File: config.mk
export PLATFORM = sky130hd
export DESIGN_NAME = uart_msg_dispatcher
export DESIGN_NICKNAME = d
export VERILOG_FILES = /design/src/rtl/uart_msg_dispatcher.sv
export SDC_FILE = /design/constraint.sdc
export NUM_CORES = 1
export LEC_CHECK = 0
export ABC_CLOCK_PERIOD_IN_PS = 5700
export BUFFER_PORTS_ARGS = -buffer_cell sky130_fd_sc_hd__buf_4
export CORE_AREA = 2 2 48 72
export CTS_BUF_LIST = sky130_fd_sc_hd__clkbuf_4 sky130_fd_sc_hd__clkbuf_8
export CTS_CLUSTER_DIAMETER = 100
export DETAILED_ROUTE_END_ITERATION = 10
export DIE_AREA = 0 0 50 74
export PLACE_DENSITY_LB_ADDON = 0.15
export SETUP_SLACK_MARGIN = 0.2
export SLEW_MARGIN = 20
export SYNTH_ARGS = -nofsm -noshare
export SYNTH_HDL_FRONTEND = slang
export SYNTH_SLANG_ARGS = --single-unit
File: constraint.sdc
create_clock -name clk -period 5.7 [get_ports clk]
set_clock_uncertainty 0.15 [all_clocks]
set_input_delay 1.425 -clock clk [delete_from_list [all_inputs] [get_ports clk]]
set_output_delay 1.425 -clock clk [all_outputs]
set_load 0.01 [all_outputs]
File: src/rtl/uart_msg_dispatcher.sv
// Command-driven UART message printer: a received command byte picks a message from an
// external synchronous byte ROM and streams it to the UART transmitter.
module uart_msg_dispatcher #(
    parameter int NUM_MSGS = 4,
    parameter int ROM_AW = 6,
    parameter logic [7:0] CMD_BASE = 8'h61,
    parameter logic [7:0] ABORT_CHAR = 8'h1B,
    parameter logic [NUM_MSGS*ROM_AW-1:0] MSG_START = {6'd32, 6'd18, 6'd9, 6'd0},
    parameter logic [NUM_MSGS*(ROM_AW+1)-1:0] MSG_LEN = {7'd0, 7'd14, 7'd9, 7'd9},
    localparam int CUR_W = (NUM_MSGS > 1) ? $clog2(NUM_MSGS) : 1
) (
    input  logic              clk,
    input  logic              rst,
    input  logic [7:0]        rx_data,
    input  logic              new_rx_data,
    output logic [7:0]        tx_data,
    output logic              new_tx_data,
    input  logic              tx_busy,
    output logic [ROM_AW-1:0] rom_addr,
    input  logic [7:0]        rom_data,
    output logic              busy,
    output logic [CUR_W-1:0]  cur_msg,
    output logic              msg_done,
    output logic              msg_aborted,
    output logic              cmd_overrun
);

    localparam logic [1:0] StIdle  = 2'd0;
    localparam logic [1:0] StFetch = 2'd1;
    localparam logic [1:0] StLoad  = 2'd2;
    localparam logic [1:0] StSend  = 2'd3;

    logic [1:0]        state_q, state_d;
    logic [ROM_AW-1:0] addr_q, addr_d;
    logic [ROM_AW:0]   count_q, count_d;
    logic [CUR_W-1:0]  cur_msg_q, cur_msg_d;
    logic              pend_valid_q, pend_valid_d;
    logic [CUR_W-1:0]  pend_idx_q, pend_idx_d;
    logic [7:0]        tx_data_q, tx_data_d;
    logic              done_q, done_d;
    logic              aborted_q, aborted_d;
    logic              overrun_q, overrun_d;

    logic [8:0]        cmd_off;
    logic              cmd_valid;
    logic              abort_cmd;
    logic [CUR_W-1:0]  cmd_idx;
    logic [CUR_W-1:0]  start_sel;
    logic [ROM_AW-1:0] start_addr;
    logic [ROM_AW:0]   start_len;

    // Bit 8 of the 9-bit difference flags bytes below CMD_BASE.
    assign cmd_off   = {1'b0, rx_data} - {1'b0, CMD_BASE};
    assign cmd_valid = new_rx_data && !cmd_off[8] && (cmd_off < 9'(NUM_MSGS));
    assign abort_cmd = new_rx_data && (rx_data == ABORT_CHAR);
    assign cmd_idx   = cmd_off[CUR_W-1:0];

    // A waiting pending entry always wins over a command arriving in the same cycle.
    assign start_sel  = pend_valid_q ? pend_idx_q : cmd_idx;
    assign start_addr = MSG_START[start_sel*ROM_AW +: ROM_AW];
    assign start_len  = MSG_LEN[start_sel*(ROM_AW+1) +: (ROM_AW+1)];

    always_comb begin
        state_d      = state_q;
        addr_d       = addr_q;
        count_d      = count_q;
        cur_msg_d    = cur_msg_q;
        pend_valid_d = pend_valid_q;
        pend_idx_d   = pend_idx_q;
        tx_data_d    = tx_data_q;
        done_d       = 1'b0;
        aborted_d    = 1'b0;
        overrun_d    = overrun_q;

        if (abort_cmd) begin
            pend_valid_d = 1'b0;
            if (state_q != StIdle) begin
                state_d   = StIdle;
                aborted_d = 1'b1;
            end
        end else begin
            if (state_q == StIdle) begin
                // The pending entry is consumed now; a fresh command takes its place.
                if (pend_valid_q) begin
                    pend_valid_d = cmd_valid;
                    if (cmd_valid) begin
                        pend_idx_d = cmd_idx;
                    end
                end
            end else if (cmd_valid) begin
                if (pend_valid_q) begin
                    overrun_d = 1'b1;
                end
                pend_valid_d = 1'b1;
                pend_idx_d   = cmd_idx;
            end

            case (state_q)
                StIdle: begin
                    if (pend_valid_q || cmd_valid) begin
                        cur_msg_d = start_sel;
                        if (start_len == '0) begin
                            done_d = 1'b1;
                        end else begin
                            addr_d  = start_addr;
                            count_d = start_len;
                            state_d = StFetch;
                        end
                    end
                end
                StFetch: begin
                    state_d = StLoad;
                end
                StLoad: begin
                    tx_data_d = rom_data;
                    state_d   = StSend;
                end
                StSend: begin
                    if (!tx_busy) begin
                        addr_d  = addr_q + ROM_AW'(1);
                        count_d = count_q - (ROM_AW+1)'(1);
                        if (count_q == (ROM_AW+1)'(1)) begin
                            state_d = StIdle;
                            done_d  = 1'b1;
                        end else begin
                            state_d = StFetch;
                        end
                    end
                end
                default: begin
                    state_d = StIdle;
                end
            endcase
        end
    end

    always_ff @(posedge clk) begin
        if (rst) begin
            state_q      <= StIdle;
            addr_q       <= '0;
            count_q      <= '0;
            cur_msg_q    <= '0;
            pend_valid_q <= 1'b0;
            pend_idx_q   <= '0;
            tx_data_q    <= 8'h00;
            done_q       <= 1'b0;
            aborted_q    <= 1'b0;
            overrun_q    <= 1'b0;
        end else begin
            state_q      <= state_d;
            addr_q       <= addr_d;
            count_q      <= count_d;
            cur_msg_q    <= cur_msg_d;
            pend_valid_q <= pend_valid_d;
            pend_idx_q   <= pend_idx_d;
            tx_data_q    <= tx_data_d;
            done_q       <= done_d;
            aborted_q    <= aborted_d;
            overrun_q    <= overrun_d;
        end
    end

    // Strobe is combinational so it can never overlap tx_busy; abort and reset suppress it.
    assign new_tx_data = (state_q == StSend) && !tx_busy && !abort_cmd && !rst;
    assign tx_data     = tx_data_q;
    assign rom_addr    = addr_q;
    assign busy        = (state_q != StIdle);
    assign cur_msg     = cur_msg_q;
    assign msg_done    = done_q;
    assign msg_aborted = aborted_q;
    assign cmd_overrun = overrun_q;

endmodule

* Word-level counts from Yosys, hierarchy flattened
Cells that the tools add are included.
Storage, ports and cells: input bits 20, logic and storage cells 85, output and inout port bits 21, register bits 31
Cells by class: mux-type cells 28, magnitude comparators 1, multiply operators 2, $add $sub $neg 3, reductions and logical operators 24, bitwise gates (word level) 2, equal/unequal tests 13, shift-type cells 2
Operators by type and width (number):
- $shiftx A28 B6 Y7 const A | 1
- $shiftx A24 B6 Y6 const A | 1
- $mux W7 | 3
- $mux W2 | 9
- $mux W6 | 3
- $pmux W7 S2 | 1
- $pmux W6 S2 | 1
- $lt A9 B3 Y1 const B | 1
- $mux W1 | 9
- $sub A8 B7 Y9 const B | 1
- $eq A8 B5 Y1 const B | 1
- $ne A2 B2 Y1 const B | 4
- $pmux W2 S4 | 1
- $reduce_and A4 Y1 | 2
- $eq A7 B1 Y1 const B | 1
- $logic_not A7 Y1 | 1
- $sub A7 B1 Y7 const B | 1
- $add A6 B1 Y6 const B | 1
- $logic_and A1 B1 Y1 | 6
- $ne A3 B3 Y1 const B | 2
- $reduce_bool A2 Y1 | 3
- $mul A2 B3 Y5 const B | 1
- $reduce_and A5 Y1 | 1
- $eq A2 B2 Y1 const B | 2
- 12 further kinds | 18

* Longest topological paths before layout
depth after elaboration 9, mapped depth 8, mapped depth without buffers 7

* Least setup slack after synthesis
No wires, ideal clock.
path kind input to output, start point input rx_data[0], end point output new_tx_data, stages on the path 4, path buffers 0, setup slack 1.727 ns, data required time 4.125 ns, data arrival time 2.398 ns, cell sequence ha_1 -> and4bb_2 -> and2_1 -> nor4_1
On the way: word-level cells in the longest chain between the ends 5
Ends and longest elaborated chain:
- start: declaration | line 14 | input logic [7:0] rx_data,
- $eq A8 B5 Y1 | line 55 | assign abort_cmd = new_rx_data && (rx_data == ABORT_CHAR);
- $logic_and A1 B1 Y1 | line 55
- $logic_not A1 Y1 | line 164 | assign new_tx_data = (state_q == StSend) && !tx_busy && !abort_cmd && !rst;
- $logic_and A1 B1 Y1 (2 in series) | line 164
- end: declaration | line 17 | output logic new_tx_data,
Every way passes these cells.

* Worst setup path after layout
Ends and elaborated chain as after synthesis.

==> metrics.md <==
| Metric | Value |
|---|---|
| Worst r2r src | state_q[0]$_SDFFE_PP0P_ |
| Clk slew on worst S/H paths | 0.06 ns |
| # Post-CTS Setup Buffers | 0 |
| Yosys cell types | 53 |
| Post-synth ARST share | 0 |
| Setup CP Type | in -> out |
| Initial DRC count | 49 |
| Worst-Skew Late Latency | 0.28 ns |
| CTS buffer count | 5 |
| Post-route setup slack | 1.52 ns |
| Mapped Area | 1790 µm² |
| Final core utilization | 0.705 |
| PostCTS Resize Cnt | 0 |
| Critical path's largest stage delay | 0.27 ns |
| DIE AREA | 3700 µm² |
| Port Buffers | 40 |
| Yosys reg bits | 31 |
| Setup TNS | 0 ns |
| Worst Path Required | 4.12 ns |
| DR vias/cell | 6.06 |
| Hpwl dp | 3.02 mm |
| GRT Residual Overflow | 0 |
| Syn-to-layout area delta | 22.3% |
| End of the worst register-to-register path | count_q[4]$_SDFFE_PP0P_ |
| Slew HR | 0.505 |
| CP Capture Type | output port |
| Cell Chain, Critical Path | buf_4 -> ha_1 -> and4bb_2 -> and2_1 -> nor4_1 -> buf_4 |
| Hold path cells | 2 |
| Final wirelength | 4.27 mm |
| Final Wtd Congestion | 0.875 |
| Initial antenna violation count | 0 |
| Diode count | 0 |
| Die Ht | 74 µm |
| End point of the critical path | new_tx_data |
| Final setup viols | 0 |
| Total I/O pin count | 41 |
| Layout Nets | 283 |
| R2R depth | 6 |
| Logic gate share of total power | 0.258 |
| Post-Place Worst Slack | 1.54 ns |
| Post-synth EDFFs | 0 |
| Placed cells | 288 |
| DRC | 0 |
| Max Slew Vio Count | 0 |
| Crit path max-delay cell type | and4bb_2 |
| RSZ-0062 raised after global routing | false |
| Initial Utilization | 0.577 |
| Drt wl/cell | 14.4 µm |
| Power, Total | 555 µW |
| Core area | 3100 µm² |
| Worst VDD drop | 0.000211 V |
| Clock sinks | 31 |
| R2r setup slk | 2.98 ns |
| Vias | 1,794 |
| Fin crit period | 4.18 ns |
| Clk buf depth | 2 |
| TritonCTS clock tree | built |
| Seq/Total Area, Yosys | 0.347 |
| Sw Share | 0.320 |
| Drt first pass iters | 4 |
| Switch Pwr | 177 µW |
| Cells after synthesis | 219 |
| Syn avg cell area | 8.16 µm² |
| # rows | 25 |
| Most frequent CP cell | buf_4 |
| Ys Warns | 0 |
| Min-Delay Path Class | reg -> reg |
| CTS Hold Bufs | 0 |
| Share of layout cells above drive strength 1 | 0.234 |
| H-tree Lvls | 2 |
| Startpoint Class | input pin |
| Status | complete, no violations |
| CP startpoint | rx_data[0] |
| CP max FO | 8 |
| Most frequent cells in the layout | buf_4, dfxtp_1, nand2_1, a21oi_1, nand3_1 |
| Most used DFF post-synth | dfxtp_1 |
| Post-route insts no fill | 296 |
| Root Buffer Master | clkbuf_8 |
| Syn Nets | 247 |
| Cell-internal power | 377 µW |
| Final Hold Viols | 0 |
| Tightest Pin Transition | 0.743 ns |
| First-pass GRT wire length | 7.31 mm |
| Antenna-violating nets left | 0 |
| Leak | 0.884 nW |
| Sequential share of power | 0.433 |
| Most common cell after layout, fill and taps aside | buf_4 |
| Overall Global Routing Usage | 0.252 |
| Max Cap Violations | 0 |
| Vias in the first global route | 1,603 |
| Largest net degree at the start of global routing | 36 |
| Final period utilization | 0.733 |
| WP data arrival | 2.60 ns |
| Power Dens Cells | 254 nW/µm² |
| Clock power share | 0.309 |
| Die Span X | 50 µm |
| Peak Freq | 239 MHz |
-- through the flow --
| stage | instance area, µm² | hold WS (ns) |
|---|---|---|
| final | 2180 | 0.302 |
| after global routing | 2180 | 0.335 |
| after CTS | 2180 | 0.305 |
| after detailed placement | 2090 | 0.297 |
| after global placement | 2090 | 0.293 |
| after floorplan | 1790 | 0.315 |
-- cells in the mapped netlist, types with 3 or more instances --
cell / number / area, µm²
a211o_1: 3 / 26.3
a21oi_1: 17 / 85.1
a311oi_1: 3 / 26.3
a31oi_1: 4 / 25.0
and2_1: 3 / 18.8
buf_2: 3 / 15.0
clkbuf_1: 6 / 22.5
dfxtp_1: 31 / 621
ha_1: 8 / 100
inv_1: 11 / 41.3
nand2_1: 26 / 97.6
nand3_1: 15 / 75.1
nand4_1: 3 / 18.8
nor2_1: 13 / 48.8
nor3_1: 3 / 15.0
o21ai_0: 10 / 50.1
o31ai_1: 3 / 22.5
or3_1: 3 / 18.8
-- power groups by stage --
stage	combinational (mW)	sequential, mW	clock [mW]
5_1_grt	0.159	0.242	0.184
3_5_place_dp	0.139	0.245	0
4_1_cts	0.140	0.240	0.175
3_3_place_gp	0.140	0.244	0
2_1_floorplan	0.0926	0.245	0
6_report	0.143	0.240	0.171
-- state kept, by name, indices dropped and copies added, names as in the netlist --
signal / cells
tx_data: 8
pend_idx_q: 2
pend_valid_q: 1
cmd_overrun: 1
msg_done: 1
msg_aborted: 1
state_q: 2
cur_msg: 2
count_q: 7
rom_addr: 6
-- kinds of logic (layout without fill, tap and decap cells) --
kind of cell	count (synthesis)	after routing	synth area share
simple gates	90	90	0.271
compound gates	63	63	0.252
flops	31	31	0.347
buf+inv	23	60	0.0504
fa+ha+maj	9	9	0.0616
mux	3	3	0.0175
-- per-layer routing --
metal  wire length, µm  vias to the layer above  track usage
li1                  -                      886            -
met1              1780                      847        0.302
met2              2200                       55        0.431
met3               220                        6       0.0562
met4                65                        0        0.111
met5                 0                        -            0
-- worst max-delay path: cells and delay by family --
family                   cells  cell delay [ns]
AND/OR/NAND/NOR              3             0.68
adder cells (fa/ha/maj)      1             0.19
buffers and inverters        2             0.32
-- cell type report --
class | count | area (µm²)
repair buffers | 40 | 300
fillers | 278 | 912
flip-flops and latches | 31 | 621
clock inverters | 1 | 5.00
well taps | 40 | 50.0
multi-input cells | 165 | 1080
clock buffers | 7 | 83.8
inverters | 12 | 45.0
-- how the worst min path moves through the flow --
| stage | startpoint | to |
|---|---|---|
| 3_3_place_gp | tx_data[0]$_SDFFE_PP0P_ | tx_data[0]$_SDFFE_PP0P_ |
| 5_1_grt | tx_data[5]$_SDFFE_PP0P_ | tx_data[5]$_SDFFE_PP0P_ |
| 6_report | tx_data[3]$_SDFFE_PP0P_ | tx_data[3]$_SDFFE_PP0P_ |
| 4_1_cts | tx_data[3]$_SDFFE_PP0P_ | tx_data[3]$_SDFFE_PP0P_ |
| 3_5_place_dp | tx_data[3]$_SDFFE_PP0P_ | tx_data[3]$_SDFFE_PP0P_ |
| 2_1_floorplan | count_q[6]$_SDFFE_PP0P_ | count_q[6]$_SDFFE_PP0P_ |
No activity file was read; power rests on OpenSTA's default activity.
